$ cat config.mk
export PLATFORM = sky130hd
export DESIGN_NAME = bcd_updown_counter
export DESIGN_NICKNAME = d
export VERILOG_FILES = /design/src/rtl/bcd_updown_counter.sv
export SDC_FILE = /design/constraint.sdc
export NUM_CORES = 1
export LEC_CHECK = 0
export BUFFER_PORTS_ARGS = -buffer_cell sky130_fd_sc_hd__buf_4
export CAP_MARGIN = 20
export CORE_UTILIZATION = 35
export DETAILED_ROUTE_END_ITERATION = 6
export HOLD_SLACK_MARGIN = 0.02
export PLACE_DENSITY = 0.55
export RECOVER_POWER = 100
export SYNTH_ARGS = -nofsm -noshare
export SYNTH_HDL_FRONTEND = slang
export SYNTH_SLANG_ARGS = --single-unit
export TNS_END_PERCENT = 50
$ cat constraint.sdc
create_clock -name i_Clk -period 2.6 [get_ports i_Clk]
set_input_delay 0 -clock i_Clk [delete_from_list [all_inputs] [get_ports i_Clk]]
set_output_delay 0 -clock i_Clk [all_outputs]
set_load 0.1 [all_outputs]
$ cat src/rtl/bcd_updown_counter.sv
// Multi-digit BCD up/down counter with push-button inputs, BCD LED and active-low 7-seg outputs.
// Optional per-button debounce filter enabled by defining BCD_CNT_DEBOUNCE_EN.
module bcd_updown_counter #(
  parameter int DIGITS     = 3,
  parameter bit WRAP       = 1'b1,
  parameter int DEB_CYCLES = 16
) (
  input  logic                  i_Clk,
  input  logic                  i_Rst,
  input  logic [1:0]            i_Push,
  input  logic                  i_Clr,
  output logic [4*DIGITS-1:0]   o_LED,
  output logic [7*DIGITS-1:0]   o_FND,
  output logic                  o_Carry,
  output logic                  o_Borrow
);

  localparam int W = 4 * DIGITS;

  function automatic logic [W-1:0] max_value();
    logic [W-1:0] r;
    for (int k = 0; k < DIGITS; k++) r[4*k +: 4] = 4'd9;
    return r;
  endfunction

  localparam logic [W-1:0] MAX_VAL = max_value();

  function automatic logic [W-1:0] bcd_inc(input logic [W-1:0] v);
    logic [W-1:0] r;
    logic         c;
    r = v;
    c = 1'b1;
    for (int k = 0; k < DIGITS; k++) begin
      if (c) begin
        if (v[4*k +: 4] == 4'd9) begin
          r[4*k +: 4] = 4'd0;
        end else begin
          r[4*k +: 4] = v[4*k +: 4] + 4'd1;
          c = 1'b0;
        end
      end else begin
        r[4*k +: 4] = v[4*k +: 4];
      end
    end
    return r;
  endfunction

  function automatic logic [W-1:0] bcd_dec(input logic [W-1:0] v);
    logic [W-1:0] r;
    logic         b;
    r = v;
    b = 1'b1;
    for (int k = 0; k < DIGITS; k++) begin
      if (b) begin
        if (v[4*k +: 4] == 4'd0) begin
          r[4*k +: 4] = 4'd9;
        end else begin
          r[4*k +: 4] = v[4*k +: 4] - 4'd1;
          b = 1'b0;
        end
      end else begin
        r[4*k +: 4] = v[4*k +: 4];
      end
    end
    return r;
  endfunction

  function automatic logic [6:0] seg_decode(input logic [3:0] d);
    logic [6:0] s;
    case (d)
      4'd0:    s = 7'b1000000;
      4'd1:    s = 7'b1111001;
      4'd2:    s = 7'b0100100;
      4'd3:    s = 7'b0110000;
      4'd4:    s = 7'b0011001;
      4'd5:    s = 7'b0010010;
      4'd6:    s = 7'b0000010;
      4'd7:    s = 7'b1111000;
      4'd8:    s = 7'b0000000;
      4'd9:    s = 7'b0010000;
      default: s = 7'b1111111;
    endcase
    return s;
  endfunction

  logic [1:0]   sync1_r, sync2_r, edge_r;
  logic [1:0]   level_s, pulse_s;
  logic [W-1:0] count_r, next_count_s;
  logic         carry_r, borrow_r, carry_s, borrow_s;

  // Two-stage synchroniser for the asynchronous buttons.
  always_ff @(posedge i_Clk or negedge i_Rst) begin
    if (!i_Rst) begin
      sync1_r <= 2'b00;
      sync2_r <= 2'b00;
    end else begin
      sync1_r <= i_Push;
      sync2_r <= sync1_r;
    end
  end

`ifdef BCD_CNT_DEBOUNCE_EN
  localparam int DW = (DEB_CYCLES < 2) ? 1 : $clog2(DEB_CYCLES);

  logic [1:0]    filt_r;
  logic [DW-1:0] deb_cnt_r [2];

  // Filtered level follows the synchronised level only after DEB_CYCLES disagreeing edges in a row.
  always_ff @(posedge i_Clk or negedge i_Rst) begin
    if (!i_Rst) begin
      filt_r       <= 2'b00;
      deb_cnt_r[0] <= '0;
      deb_cnt_r[1] <= '0;
    end else begin
      for (int i = 0; i < 2; i++) begin
        if (sync2_r[i] != filt_r[i]) begin
          if (deb_cnt_r[i] == DW'(DEB_CYCLES - 1)) begin
            filt_r[i]    <= sync2_r[i];
            deb_cnt_r[i] <= '0;
          end else begin
            deb_cnt_r[i] <= deb_cnt_r[i] + DW'(1);
          end
        end else begin
          deb_cnt_r[i] <= '0;
        end
      end
    end
  end

  assign level_s = filt_r;
`else
  assign level_s = sync2_r;
`endif

  // Edge register: resets low so a button held through reset still yields one pulse.
  always_ff @(posedge i_Clk or negedge i_Rst) begin
    if (!i_Rst) begin
      edge_r <= 2'b00;
    end else begin
      edge_r <= level_s;
    end
  end

  assign pulse_s = level_s & ~edge_r;

  // Next-count selection: clear, then simultaneous cancel, then up, then down.
  always_comb begin
    next_count_s = count_r;
    carry_s      = 1'b0;
    borrow_s     = 1'b0;
    if (i_Clr) begin
      next_count_s = '0;
    end else if (pulse_s == 2'b11) begin
      next_count_s = count_r;
    end else if (pulse_s[0]) begin
      if (count_r == MAX_VAL) begin
        carry_s      = 1'b1;
        next_count_s = WRAP ? '0 : count_r;
      end else begin
        next_count_s = bcd_inc(count_r);
      end
    end else if (pulse_s[1]) begin
      if (count_r == '0) begin
        borrow_s     = 1'b1;
        next_count_s = WRAP ? MAX_VAL : count_r;
      end else begin
        next_count_s = bcd_dec(count_r);
      end
    end else begin
      next_count_s = count_r;
    end
  end

  // Count and status flag registers.
  always_ff @(posedge i_Clk or negedge i_Rst) begin
    if (!i_Rst) begin
      count_r  <= '0;
      carry_r  <= 1'b0;
      borrow_r <= 1'b0;
    end else begin
      count_r  <= next_count_s;
      carry_r  <= carry_s;
      borrow_r <= borrow_s;
    end
  end

  assign o_LED    = count_r;
  assign o_Carry  = carry_r;
  assign o_Borrow = borrow_r;

  for (genvar k = 0; k < DIGITS; k++) begin : g_fnd
    assign o_FND[7*k +: 7] = seg_decode(count_r[4*k +: 4]);
  end

endmodule

==> reports/qor.txt <==
critical path arrival: 2410 ps
Reg area: 500 sq um
CP Launch Type: flop
top cells by area, synth: dfrtp_1 (29%), ha_1 (11%), a21oi_1 (8.1%)
I/O Buffers: 39
Seq cells post-synth: 20
clk buf depth: 2
Reg2Reg Setup Slack: 340 ps
CTS tree: built
initial antenna violation count: 0
crit path capture type: flop
DRT Pass-1 Iters: 4
Rel. slew slack: 0.222
Max Cap Viol: 0
Mapped Area: 0.00173 sq mm
area grow syn2layout: 20.6%
Hold Vio Cnt, Final: 0
GRT Max-Usage Layer: met2
drc violations: 0
Max Slew Vio Count: 0
worst hold path type: in2reg
run status: complete, no violations
fill cell count: 534
hold endpoint: o_LED[8]$_DFFE_PN0P_
number of global-route vias before repair: 1,520
crit path max fanout: 11
Post-synth top cells: a21oi_1 (28), nor2_1 (28), dfrtp_1 (20)
setup bufs post-CTS: 0
Max H-tree Level: 1
CTS clk-pin slew, worst paths: 70 ps
Slew @ Worst Pin: 1170 ps
GP Congestion: 0.798
Root Buffer: clkbuf_8
CTS Hold Bufs: 3
Final Cycle Share: 0.870
worst r2r path cells: 7
die width: 72.3 um
die area: 0.00523 sq mm
starting density of the core: 0.364
Tmin final: 2260 ps
worst hold start: i_Clr
I/O Pins: 40
Post-DP HPWL: 3.15 mm
Critical R2R Capture: o_LED[10]$_DFFE_PN0P_
Mapped Cells: 219
global route overflow: 0
# rows: 25
GRT met1 Usage: 0.250
number of synthesized flops with an enable pin: 0
post-CTS sizing: 0
Ys Warns: 0
global-route wire length before repair: 7.25 mm
final setup TNS: 0 ps
sequential fraction of the synthesis area: 0.289
Post-synth ARST share: 1.00
top_reg_cell synth: dfrtp_1
Iter 0 DRT Violations: 67
Num CTS Buffers: 3
largest net degree at the start of global routing: 21
syn avg cell area: 7.90 sq um
clk_lat worst skew: 250 ps
multi-input combinational cell area: 0.00117 sq mm
synth unique cells: 49
final net count: 277
Synth top area share: 0.289
Final setup viols: 0
Vias/cell: 5.26
DIE HEIGHT: 72.3 um
placed cells: 316
CP Class: reg2reg
Avg WL per Cell: 13.6 um
reg-to-reg startpoint: o_LED[1]$_DFFE_PN0P_
Routed Antenna Nets: 0
hold path depth: 2
Pwr Density: 795 mW/mm^2
ant diodes: 0
DR vias: 1,698
Leak Pwr: 0.922 nW
CORE AREA: 0.00475 sq mm
RSZ-0062 raised after global routing: no
Setup Skew: 0.631 ps
grt met2 use: 0.282
Max VDD drop: 0.276 mV
Synth area leader: dfrtp_1
share of layout cells above drive strength 1: 0.188
Sink Count: 20
Global Route Usage Sum: 0.174
Worst Path Required: 2750 ps
Final Non-Filler Cells: 323
drt total wl: 4.39 mm
M3 GR Usage: 0.0208
syn nets: 239
fmax: 0.442 GHz
==> cell type report <==
class,count,share of cell area
clock buffer,4,0.0264
inverter,12,0.0216
multi-input combinational,176,0.562
sequential,20,0.240
tap,67,0.0402
timing repair buffer,44,0.110
==> critical path: stages, from the launching register on <==
cell     delay (ps)
dfrtp_1         500
inv_1           170
ha_1            250
nor3b_2         300
nand2_1         140
o22ai_2         400
o21ai_1         130
a32o_1          270
==> kinds of logic (layout without fill, tap and decap cells) <==
family / count (synthesis) / after routing / share of synthesized area
muxes: 3 / 3 / 0.0174
DFF: 20 / 20 / 0.289
buffers and inverters: 23 / 60 / 0.0506
adders and majority gates: 15 / 15 / 0.108
AOI/OAI and AO/OA: 71 / 71 / 0.271
and+or+nand+nor: 83 / 83 / 0.243
xor gates and xnor gates: 4 / 4 / 0.0202
==> through the flow <==
step | area (sq um) | utilization | setup slack (ps) | power [mW] | hold WS [ps]
2_1_floorplan | 1780 | - | -392 | 1.29 | -296
3_3_place_gp | 2130 | 0.449 | 534 | 1.49 | -97.1
3_5_place_dp | 2130 | 0.449 | 466 | 1.49 | -100
4_1_cts | 2220 | 0.467 | 441 | 1.74 | 25.7
5_1_grt | 2090 | 0.439 | 134 | 1.75 | 48.6
6_report | 2090 | 0.439 | 338 | 1.66 | 36.3
==> sequential cells by signal (all words and copies together) (netlist names) <==
name      flops
o_LED        12
o_Borrow      1
sync1_r       2
o_Carry       1
level_s       2
edge_r        2
==> cell usage in the layout (no fill, tap or decap), drive strengths merged, types with 2 or more instances in the layout <==
cell,instances
a211o,2
a211oi,3
a21oi,28
a221oi,3
a31oi,9
and2b,2
buf,4
clkbuf,41
dfrtp,20
dlygate4sd3,3
ha,15
inv,12
mux2i,3
nand2,18
nand2b,7
nand3,4
nor2,28
nor3,9
nor3b,2
nor4,2
o21ai,13
o21bai,3
o22ai,2
o31ai,3
or2,3
or3,2
xor2,3
==> power breakdown <==
part / internal (mW) / switching (mW)
clock: 0.135 / 0.103
sequential: 0.331 / 0.0542
combinational: 0.196 / 0.841
total: 0.662 / 0.998
==> worst max-delay path by stage <==
stage / slack (ps) / to / start / cells after the start
after floorplan: -390 / o_FND[2] / o_LED[3]$_DFFE_PN0P_ / 3
after global placement: 530 / o_LED[10]$_DFFE_PN0P_ / o_LED[1]$_DFFE_PN0P_ / 7
after detailed placement: 470 / o_LED[10]$_DFFE_PN0P_ / o_LED[1]$_DFFE_PN0P_ / 7
after CTS: 440 / o_LED[10]$_DFFE_PN0P_ / o_LED[1]$_DFFE_PN0P_ / 7
after global routing: 130 / o_LED[10]$_DFFE_PN0P_ / o_LED[1]$_DFFE_PN0P_ / 7
final: 340 / o_LED[10]$_DFFE_PN0P_ / o_LED[1]$_DFFE_PN0P_ / 7
==> per-layer routing <==
layer  routed length (um)  vias up
met5                    0        -
met4                   19        0
met3                  126        2
met2                 2010       41
met1                 2240      794
li1                     -      861
No activity file was read; power rests on OpenSTA's default activity.
